--- config.mk ---
export PLATFORM = sky130hd
export DESIGN_NAME = exec_sequencer
export DESIGN_NICKNAME = d
export VERILOG_FILES = /design/src/rtl/exec_sequencer.sv
export SDC_FILE = /design/constraint.sdc
export NUM_CORES = 1
export LEC_CHECK = 0
export BUFFER_PORTS_ARGS = -buffer_cell sky130_fd_sc_hd__buf_2
export CAP_MARGIN = 20
export CORE_MARGIN = 1.5
export CORE_UTILIZATION = 25
export CTS_BUF_LIST = sky130_fd_sc_hd__clkbuf_8 sky130_fd_sc_hd__clkbuf_16
export CTS_CLUSTER_SIZE = 16
export DETAILED_ROUTE_END_ITERATION = 8
export SETUP_SLACK_MARGIN = 0.4
export SYNTH_ARGS = -nofsm -noshare
export SYNTH_HDL_FRONTEND = slang
export SYNTH_SLANG_ARGS = --single-unit
--- constraint.sdc ---
create_clock -name CLK -period 1.45 [get_ports CLK]
set_input_delay 0.2175 -clock CLK [delete_from_list [all_inputs] [get_ports CLK]]
set_output_delay 0.2175 -clock CLK [all_outputs]
set_load 0.05 [all_outputs]
--- src/rtl/exec_sequencer.sv ---
// Multi-cycle instruction sequencer: steps one instruction at a time through
// FETCH/DECODE/[MEM]/EXEC/WB, gates datapath enables and counts retired instructions.
module exec_sequencer #(
    parameter int CNT_WIDTH = 16
) (
    input  logic                 CLK,
    input  logic                 RST,
    input  logic                 RUN,
    input  logic                 STEP,
    input  logic                 HALT_REQ,
    input  logic                 ID_CE_ACC,
    input  logic                 ID_REG_WR,
    input  logic                 ID_CE_RAM,
    input  logic                 ID_MEM_SEL,
    input  logic                 ID_CE_PC,
    input  logic                 ID_RST_CODE,
    output logic                 CE_IR,
    output logic                 CE_ACC,
    output logic                 REG_WR,
    output logic                 CE_RAM,
    output logic                 PC_LD,
    output logic                 PC_INC,
    output logic                 PC_RST,
    output logic [2:0]           STATE,
    output logic                 HALTED,
    output logic [CNT_WIDTH-1:0] RETIRED
);

    typedef enum logic [2:0] {
        S_HALT   = 3'd0,
        S_FETCH  = 3'd1,
        S_DECODE = 3'd2,
        S_MEM    = 3'd3,
        S_EXEC   = 3'd4,
        S_WB     = 3'd5
    } state_t;

    localparam logic [CNT_WIDTH-1:0] ONE = 1;

    state_t               r_state;
    logic                 r_haltPend;
    logic                 r_singleStep;
    logic [CNT_WIDTH-1:0] r_retired;
    logic                 w_inExec;
    logic                 w_inWb;

    always_ff @(posedge CLK or posedge RST) begin
        if (RST) begin
            r_state      <= S_HALT;
            r_haltPend   <= 1'b0;
            r_singleStep <= 1'b0;
            r_retired    <= '0;
        end else begin
            // A halt request is only remembered while an instruction is in flight.
            if (HALT_REQ && (r_state != S_HALT))
                r_haltPend <= 1'b1;
            case (r_state)
                S_HALT: begin
                    if (RUN) begin
                        r_state <= S_FETCH;
                    end else if (STEP) begin
                        r_state      <= S_FETCH;
                        r_singleStep <= 1'b1;
                    end
                end
                S_FETCH:  r_state <= S_DECODE;
                S_DECODE: r_state <= ID_MEM_SEL ? S_MEM : S_EXEC;
                S_MEM:    r_state <= S_EXEC;
                S_EXEC:   r_state <= S_WB;
                S_WB: begin
                    r_retired <= r_retired + ONE;
                    // HALT_REQ is checked directly so a request arriving in WB stops on this edge.
                    if (r_haltPend || HALT_REQ || r_singleStep || !RUN) begin
                        r_state      <= S_HALT;
                        r_haltPend   <= 1'b0;
                        r_singleStep <= 1'b0;
                    end else begin
                        r_state <= S_FETCH;
                    end
                end
                default: begin
                    r_state      <= S_HALT;
                    r_haltPend   <= 1'b0;
                    r_singleStep <= 1'b0;
                end
            endcase
        end
    end

    assign w_inExec = (r_state == S_EXEC);
    assign w_inWb   = (r_state == S_WB);

    always_comb begin
        STATE   = r_state;
        HALTED  = (r_state == S_HALT);
        CE_IR   = (r_state == S_FETCH);
        CE_ACC  = w_inExec & ID_CE_ACC;
        REG_WR  = w_inExec & ID_REG_WR;
        CE_RAM  = w_inExec & ID_CE_RAM;
        // Reset-code wins over jump so the PC controls stay mutually exclusive.
        PC_RST  = w_inWb & ID_RST_CODE;
        PC_LD   = w_inWb & ID_CE_PC & ~ID_RST_CODE;
        PC_INC  = w_inWb & ~ID_CE_PC & ~ID_RST_CODE;
        RETIRED = r_retired;
    end

endmodule

==> results.py <==
metrics = {
    "layout": {
        "most-common-layout-cells": "23 x buf_6, 18 x buf_8, 18 x buf_4",
        "commonest_non_fill_non_tap_cell_in_the_layout": "buf_6",
        "seq_area_um2": 542,
        "diodes": 0,
        "multi_input_area_um2": 679,
        "final_core_utilization_pct": 51.2,
        "layoutNonFillerInstCount": 219,
        "share_of_post_route_cells_with_drive_strength_above_1_pct": 74.6,
        "fin_nets": 182,
        "fillers": 369,
        "area_growth_syn_to_layout_pct": 94.7,
    },
    "synthesis": {
        "netlist.top_cell.by_area": "dfrtp_1",
        "synthesis.area_mm2": 0.00107,
        "top_cells_by_area_in_the_synthesized_netlist": "dfrtp_1 49%, xnor2_1 11%, nand2_1 3.9%",
        "synth_fp_nets": 111,
        "netlist.area_leader.share_pct": 49.3,
        "yosys_warnings": 0,
        "ys_ff_latch": 21,
        "netlist_instances": 99,
        "syn-mean-instance-area_um2": 10.8,
        "netlist-cell-type-count": 30,
        "synth_sequential_area_ratio_pct": 49.3,
    },
    "power": {
        "vdd_drop_max_mv": 1.27,
        "leakagePower_nw": 1.02,
        "power_density_mw_per_mm2": 1640,
    },
    "placement": {
        "hpwl_um": 1850,
        "place.detailed.instances": 192,
        "place_worst_setup_slack_ps": -19.9,
        "numPortBuffers": 37,
        "gp_congestion": 0.742,
    },
    "grt": {
        "grt_overflow_total": 0,
        "grt_util_met3_pct": 4.61,
        "grt_antenna_before_repair": 0,
        "grt_busiest_layer": "met2",
        "grt_pass1_vias": 1058,
        "grt_first_pass_wirelength_um": 4800,
        "largest_net_degree_at_the_start_of_global_routing": 22,
        "grt.met2_usage_pct": 25.8,
        "grt_use_met1_pct": 15.4,
        "track_usage_pct": 13.7,
    },
    "die": {
        "placementRows": 23,
        "floorplan.die_area_mm2": 0.00466,
        "design.core.area_mm2": 0.00406,
        "initial_core_utilization_pct": 26.3,
        "die_width_um": 68.3,
        "die-height_um": 68.3,
        "ios": 38,
    },
    "route": {
        "drtAntennaViolNets": 0,
        "drt_first_iter_violations": 26,
        "routedWlPerCell_um": 13.7,
        "drt-pass1-iter-count": 4,
        "via_count": 1007,
        "vias_per_cell": 4.60,
        "route.final.wire_length_um": 3010,
        "detail_route.drc_violations": 0,
    },
    "worst_setup_path": {
        "startpoint_type": "register",
        "cp.arrival_ps": 1370,
        "required_ps": 1230,
        "rr_worst_depth": 5,
        "worst-path-max-fanout": 5,
        "endpoint_kind": "output port",
        "worst_setup_path_type": "reg -> out",
    },
    "hold_path": {
        "min_path_cells": 3,
        "hold_path_class": "in -> reg",
    },
    "clocking": {
        "cts-buffers-inserted": 3,
        "tritoncts_clock_tree": "done",
        "clock_latency_ps": 260,
        "cts_root_buffer": "clkbuf_8",
        "ctsLongestPathBuffers": 2,
        "htree_num_levels": 1,
        "cts.clk_slew.worst_paths_ps": 70,
        "numClockSinks": 21,
    },
    "timing": {
        "rsz0062_at_grt": "true",
        "tightestPinTransition_ps": 352,
        "hold_ws_ps": 248,
        "final-setup-viol-count": 13,
        "timing.clock.skew_ps": 5.65,
        "tns_ps": -865,
        "final.period_utilization_pct": 110,
        "hold_viol_final": 0,
        "maxSlewViolCount": 0,
        "final_period_minus_worst_setup_slack_ps": 1590,
        "max_clock_freq_mhz": 629,
        "slew_headroom_pct": 76.2,
        "layout_setup_ws_ps": -139,
    },
    "status": {
        "run_status": "complete, but fails checks",
        "violations": "setup timing",
    },
    "run": {
        "maxCapViolCount": 0,
    },
}
## state kept, by name (all words and copies together), names as in the netlist
register	cells
r_haltPend	1
r_singleStep	1
STATE	3
RETIRED	16
## per-stage QoR
step / power, mW / area [µm²]
after CTS: 3.14 / 1930
after global routing: 3.59 / 2080
after floorplan: 1.78 / 1140
final: 3.41 / 2080
after global placement: 2.10 / 1430
after detailed placement: 2.14 / 1430
## cells by family after synthesis
family | synth area share (%)
compound gates | 5.16
simple gates | 26.1
fa+ha+maj | 1.17
buf+inv | 5.28
flops | 49.3
xor+xnor | 13.0
## power by group
part / leakage, nW / internal (mW) / switching [mW]
combinational: 0.730 / 1.04 / 1.10
sequential: 0.259 / 0.722 / 0.170
clock: 0.0269 / 0.189 / 0.193
total: 1.02 / 1.95 / 1.47
## timing repair
action | CTS | global route
hold buffers | 1 | 0
hold endpoints to repair | 21 | 0
gates resized for setup | 94 | 24
pin swaps | 20 | 10
endpoints found under the setup margin | 47 | 48
setup buffers | 17 | 5
## final timing paths
path                             start           to  slack, ps
hold reg to reg            RETIRED[15]  RETIRED[15]        510
min in group asynchronous          RST  RETIRED[12]        540
max in group asynchronous          RST   RETIRED[0]        660
hold / removal              ID_MEM_SEL     STATE[1]        250
setup reg to reg              STATE[1]  RETIRED[15]        -50
setup / recovery              STATE[1]        PC_LD       -140
## critical path: stages, from the launching register on
cell	delay (ps)
dfrtp_2	430
nand3b_1	280
nor3b_4	230
buf_6	180
## synthesized netlist by cell type
master / instances
a21oi_1: 4
a31oi_1: 1
and2_2: 1
and3_1: 5
and3b_2: 1
and4_1: 1
and4_4: 1
buf_6: 3
clkbuf_1: 1
dfrtp_1: 21
ha_1: 1
inv_1: 5
nand2_1: 11
nand3_1: 2
nand3_2: 3
nand3b_1: 2
nand4_1: 4
nand4_4: 1
nor2_1: 4
nor3_1: 2
nor3_2: 1
nor3b_1: 1
o21ai_0: 4
o41ai_1: 1
or2b_1: 1
or3_2: 1
or4_2: 1
xnor2_1: 13
xnor2_2: 1
xor2_1: 1
## final cells by class
class	count	share of cell area (%)
clock buffer	3	1.99
timing repair buffer	70	34.9
sequential	21	26.1
multi-input combinational	69	32.7
clock inverter	1	0.181
tap	50	3.01
inverter	5	1.08
## metal layers
metal | vias to the layer above | part of all wire [%]
li1 | 481 | -
met1 | 490 | 39
met5 | - | 0
met3 | 2 | 6.1
met4 | 0 | 0.47
met2 | 34 | 54
(Power assumes the default switching activity.)
